`src/rtl/timer_bcd_bank.sv`:
```
// timer_bcd_bank: bank of BCD hh:mm:ss countdown timers on the PicoBlaze port bus
module timer_bcd_bank #(
  parameter int         CHANNELS = 2,
  parameter logic [7:0] BASE_ID  = 8'h40,
  parameter int         TICK_DIV = 100000000
) (
  input  logic                  clk,
  input  logic                  reset,
  input  logic [7:0]            port_id,
  input  logic                  write_strobe,
  input  logic [7:0]            out_port,
  output logic [7:0]            in_port,
  output logic                  interrupt,
  input  logic                  interrupt_ack,
  output logic [8*CHANNELS-1:0] ht,
  output logic [8*CHANNELS-1:0] mt,
  output logic [8*CHANNELS-1:0] st,
  output logic [CHANNELS-1:0]   running,
  output logic [CHANNELS-1:0]   Listo_ht
);
  localparam int CW = $clog2(TICK_DIV);
  logic [CHANNELS-1:0][7:0] ht_q, ht_d, mt_q, mt_d, st_q, st_d;
  logic [CHANNELS-1:0] run_q, run_d, done_q, done_d;
  logic [7:0] in_port_q, in_port_d;
  logic irq_q, irq_d;
  logic [CW-1:0] cnt_q, cnt_d;
  logic [8:0] off;
  logic hit, tick, nib_ok;
  logic [7:0] clamp;
  function automatic logic [7:0] bcd_dec(input logic [7:0] x);
    return (x[3:0] == 4'h0) ? {x[7:4] - 4'h1, 4'h9} : {x[7:4], x[3:0] - 4'h1};
  endfunction
  assign off    = {1'b0, port_id} - {1'b0, BASE_ID};
  assign hit    = off < 9'(4 * CHANNELS);
  assign tick   = cnt_q == CW'(TICK_DIV - 1);
  assign nib_ok = out_port[7:4] < 4'hA && out_port[3:0] < 4'hA;
  assign clamp  = out_port > 8'h59 ? 8'h59 : out_port;
  always_comb begin
    cnt_d     = tick ? '0 : cnt_q + CW'(1);
    ht_d      = ht_q;
    mt_d      = mt_q;
    st_d      = st_q;
    run_d     = run_q;
    done_d    = done_q;
    in_port_d = 8'h00;
    for (int c = 0; c < CHANNELS; c++) begin
      if (hit && off[4:2] == 3'(c)) begin
        in_port_d = off[1:0] == 2'd0 ? ht_q[c] :
                    off[1:0] == 2'd1 ? mt_q[c] :
                    off[1:0] == 2'd2 ? st_q[c] : {6'b0, done_q[c], run_q[c]};
        if (write_strobe && off[1:0] == 2'd3) begin
          if (out_port[2]) done_d[c] = 1'b0;
          if (out_port[1]) run_d[c] = 1'b0;
          else if (out_port[0] && !run_q[c]) begin
            run_d[c]  = |{ht_q[c], mt_q[c], st_q[c]};
            done_d[c] = ~|{ht_q[c], mt_q[c], st_q[c]};
          end
        end else if (write_strobe && !run_q[c] && nib_ok) begin
          ht_d[c] = off[1:0] == 2'd0 ? out_port : ht_q[c];
          mt_d[c] = off[1:0] == 2'd1 ? clamp : mt_q[c];
          st_d[c] = off[1:0] == 2'd2 ? clamp : st_q[c];
        end
      end
      if (tick && run_q[c] && run_d[c]) begin
        st_d[c] = st_q[c] != 8'h00 ? bcd_dec(st_q[c]) : 8'h59;
        mt_d[c] = st_q[c] != 8'h00 ? mt_q[c] : mt_q[c] != 8'h00 ? bcd_dec(mt_q[c]) : 8'h59;
        ht_d[c] = (st_q[c] != 8'h00 || mt_q[c] != 8'h00) ? ht_q[c] : bcd_dec(ht_q[c]);
        if (st_q[c] == 8'h01 && mt_q[c] == 8'h00 && ht_q[c] == 8'h00) begin
          run_d[c]  = 1'b0;
          done_d[c] = 1'b1;
        end
      end
    end
    irq_d = |(done_d & ~done_q) ? 1'b1 : interrupt_ack ? 1'b0 : irq_q;
  end
  always_ff @(posedge clk) begin
    if (reset) begin
      ht_q      <= '0;
      mt_q      <= '0;
      st_q      <= '0;
      run_q     <= '0;
      done_q    <= '0;
      in_port_q <= 8'h00;
      irq_q     <= 1'b0;
      cnt_q     <= '0;
    end else begin
      ht_q      <= ht_d;
      mt_q      <= mt_d;
      st_q      <= st_d;
      run_q     <= run_d;
      done_q    <= done_d;
      in_port_q <= in_port_d;
      irq_q     <= irq_d;
      cnt_q     <= cnt_d;
    end
  end
  assign ht        = ht_q;
  assign mt        = mt_q;
  assign st        = st_q;
  assign running   = run_q;
  assign Listo_ht  = done_q;
  assign in_port   = in_port_q;
  assign interrupt = irq_q;
endmodule

```
`config.mk`:
```
export PLATFORM = sky130hd
export DESIGN_NAME = timer_bcd_bank
export DESIGN_NICKNAME = d
export VERILOG_FILES = /design/src/rtl/timer_bcd_bank.sv
export SDC_FILE = /design/constraint.sdc
export NUM_CORES = 1
export LEC_CHECK = 0
export CORE_ASPECT_RATIO = 0.75
export CORE_MARGIN = 10
export CORE_UTILIZATION = 35
export CTS_CLUSTER_DIAMETER = 60
export DETAILED_ROUTE_END_ITERATION = 16
export GPL_TIMING_DRIVEN = 0
export PLACE_DENSITY_LB_ADDON = 0.2
export RECOVER_POWER = 25
export REMOVE_ABC_BUFFERS = 1
export SETUP_SLACK_MARGIN = 0.1
export SLEW_MARGIN = 10
export SYNTH_ARGS = -nofsm -noshare
export SYNTH_HDL_FRONTEND = slang
export SYNTH_SLANG_ARGS = --single-unit
```
`constraint.sdc`:
```
create_clock -name clk -period 4.49 [get_ports clk]
set_input_delay 0.898 -clock clk [delete_from_list [all_inputs] [get_ports clk]]
set_output_delay 0.898 -clock clk [all_outputs]
set_load 0.02 [all_outputs]
```
==> results.cfg <==
[power]
irDropWorstVdd_uv = 162.0
finalPower_mw = 1.602
powerDensity_nw_per_um2 = 234.0
leakage_nw = 2.425

[floorplan]
io_pins = 81
fp-row-count = 40
start_util_pct = 35.41
die_h_um = 129.9
core_um2 = 15920
die_area_um2 = 21630
die_x_um = 166.5

[timing]
tightest_slew_ns = 1.431
hold_violations = 0
setup_viol = 0
slew_violations = 0
max_freq_mhz = 240.2
fin_tns_setup_ns = 0
clock_skew_ns = 0.01107
grt_setup_unrepaired = false
slew_headroom_pct = 4.569
fin_crit_sh_pct = 92.72
fin_crit_ns = 4.163

[synth]
syn_area_um2 = 5635
synthArstFlopShare_pct = 0
synth_cell_types = 74
synth-seq-area-share_pct = 31.26
ys.flop_type = dfxtp_1
synth_edf_count = 0
synth_area_per_cell_um2 = 7.926
syn_inst = 711
ys_seq_elements = 88
synth_warnings = 0

[setup_path]
end_kind = flip-flop
arrival_ns = 4.40
cp.required_ns = 4.73
start_kind = input pin
critical_path_class = in2reg
crit_fanout = 23

[clock_tree]
cts_sinks = 88
htree_levels = 3
clk_pin_slew_ns = 0.06
tritoncts = built
root_buffer = clkbuf_16
clock_latency_ns = 0.35
numCtsBuffers = 9
cts_setup_buffers = 0
clock_path_buffers = 2

[global_route]
grt.total_usage_pct = 16.95
grt_first_pass_wirelength_mm = 29.86
gr-total-overflow = 0
antenna_found_initial = 0
grt_max_degree = 37
grt_pass1_vias = 5514

[layout]
num_antenna_cells = 0
nets = 809
area_delta_synth_final_pct = 21.45
final_util_pct = 43.00
instances_no_fill = 987
drive_gt1_share_pct = 6.821

[route]
drt-wirelength-per-cell_um = 19.25
drc_errors = 0
vias_per_cell = 5.841
via_count = 5765
first_pass_iters = 5
wl_mm = 19.00
ant_nets = 0
drt_first_iter_violations = 399

[place]
hpwl_mm = 14.38
placed_cells = 972
io_buffers = 80
finalWeightedCongestion = 0.9325

[hold_path]
min_path_type = reg2reg

[run]
drv_cap = 0

[run_status]
status = completed
[power breakdown]
group / internal (mW) / total, mW / switching [mW] / leakage [nW]
clock: 0.404 / 0.709 / 0.305 / 0.130
sequential: 0.783 / 0.786 / 0.00277 / 0.709
combinational: 0.0376 / 0.106 / 0.0688 / 1.59
[placed cells by master (no fill, tap or decap), drive strengths merged, types with 4 or more instances in the layout]
| master | count |
|---|---|
| or3 | 16 |
| nor2 | 80 |
| nand4 | 9 |
| dfxtp | 88 |
| nor3 | 22 |
| or4 | 5 |
| nand2 | 54 |
| xnor2 | 8 |
| clkdlybuf4s50 | 56 |
| o22ai | 6 |
| a21o | 4 |
| nand3b | 4 |
| nand3 | 34 |
| mux4 | 4 |
| nor4b | 7 |
| nor3b | 8 |
| xor2 | 16 |
| and2 | 5 |
| or2 | 5 |
| a21oi | 61 |
| a31o | 4 |
| nand2b | 6 |
| a211oi | 25 |
| nor4 | 12 |
| mux2i | 23 |
| ha | 16 |
| nor2b | 5 |
| or3b | 8 |
| a41oi | 5 |
| mux2 | 6 |
| clkbuf | 15 |
| o21bai | 8 |
| dlygate4sd3 | 22 |
| a31oi | 10 |
| and4 | 6 |
| and3 | 11 |
| o21ai | 25 |
| buf | 4 |
| inv | 38 |
[synthesized netlist by cell type (all sizes together), types with 5 or more instances]
library cell  number  area (um^2)
nand2b             6        37.54
nor4              12        96.34
ha                16        200.2
a31oi             10        62.56
o21ai             25        125.1
nor3              22        115.1
xnor2              8        70.07
a211oi            25        187.7
or3               16        103.9
and2               5        31.28
and4               6        52.55
a21oi             61        312.8
and3              11        70.07
nand3             34        170.2
nor4b              7        61.31
inv               38        142.6
or2                5        31.28
xor2              16        140.1
nor2              80        300.3
o21bai             8        60.06
or4                5        37.54
nor3b              8        60.06
a41oi              5        43.79
nand2             54        202.7
clkbuf            23        108.9
nand4              9        56.30
or3b               8        70.07
buf                6        35.03
nor2b              5        31.28
mux2               6        67.56
dfxtp             88         1762
o22ai              6        37.54
mux2i             23        230.2
[worst max-delay path: stages]
cell and delay (ns):
clkdlybuf4s50_1 0.89, and4b_1 0.48, a41oi_1 0.32, nand4_1 0.65, or4_1 0.72, a31o_2 0.25, and3_1 0.16
[registers in the layout, summed over array words and instances (netlist names)]
register	cells
Listo_ht	2
cnt_q	27
ht	16
in_port	8
interrupt	1
mt	16
running	2
st	16
[metal layers]
layer,track usage [%],wire (um)
met5,0,0
met4,5.513,370
met3,4.056,1466
met2,26.66,8442
met1,22.48,8723
[path summary, 6_finish.rpt]
path	start	to	slack (ns)	cells after the start
worst min-delay path	cnt_q[0]	cnt_q[0]	0.46	1
worst min register to register	cnt_q[0]	cnt_q[0]	0.46	1
worst max-delay path	port_id[1]	mt[6]	0.33	7
worst max register to register	st[0]	running[0]	1.26	8
[timing repair]
item / 4_1_cts / 5_1_grt
resized for setup: 0 / 1
setup endpoints to repair: 0 / 1
hold buffers: 0 / 0
[through the flow]
step | cell area [um^2] | setup slack (ns) | hold WS (ns)
2_1_floorplan | 5473 | 1.308 | 0.4297
3_3_place_gp | 6536 | -0.5383 | 0.4423
3_5_place_dp | 6571 | -0.1834 | 0.4508
4_1_cts | 6839 | 0.1620 | 0.4642
5_1_grt | 6844 | 0.1401 | 0.4812
6_report | 6844 | 0.3269 | 0.4595
[area by class of cell]
| class | count | area (um^2) |
|---|---|---|
| multi-input cells | 554 | 3587 |
| fillers | 1606 | 9071 |
| inverters | 38 | 142.6 |
| flip-flops and latches | 88 | 1762 |
| clock buffers | 15 | 267.8 |
| repair buffers | 82 | 822.0 |
| well taps | 210 | 262.8 |
[kinds of logic (layout without fill, tap and decap cells)]
logic type	Yosys count	after routing	share of synthesized area [%]
flip-flops	88	88	31.26
adder cells (fa/ha/maj)	16	16	3.552
buffers and inverters	69	135	5.418
AO/OA/AOI/OAI	176	176	20.07
XOR/XNOR	24	24	3.730
AND/OR/NAND/NOR	305	305	29.09
multiplexers	33	33	6.883
No activity file was read; power rests on OpenSTA's default activity.
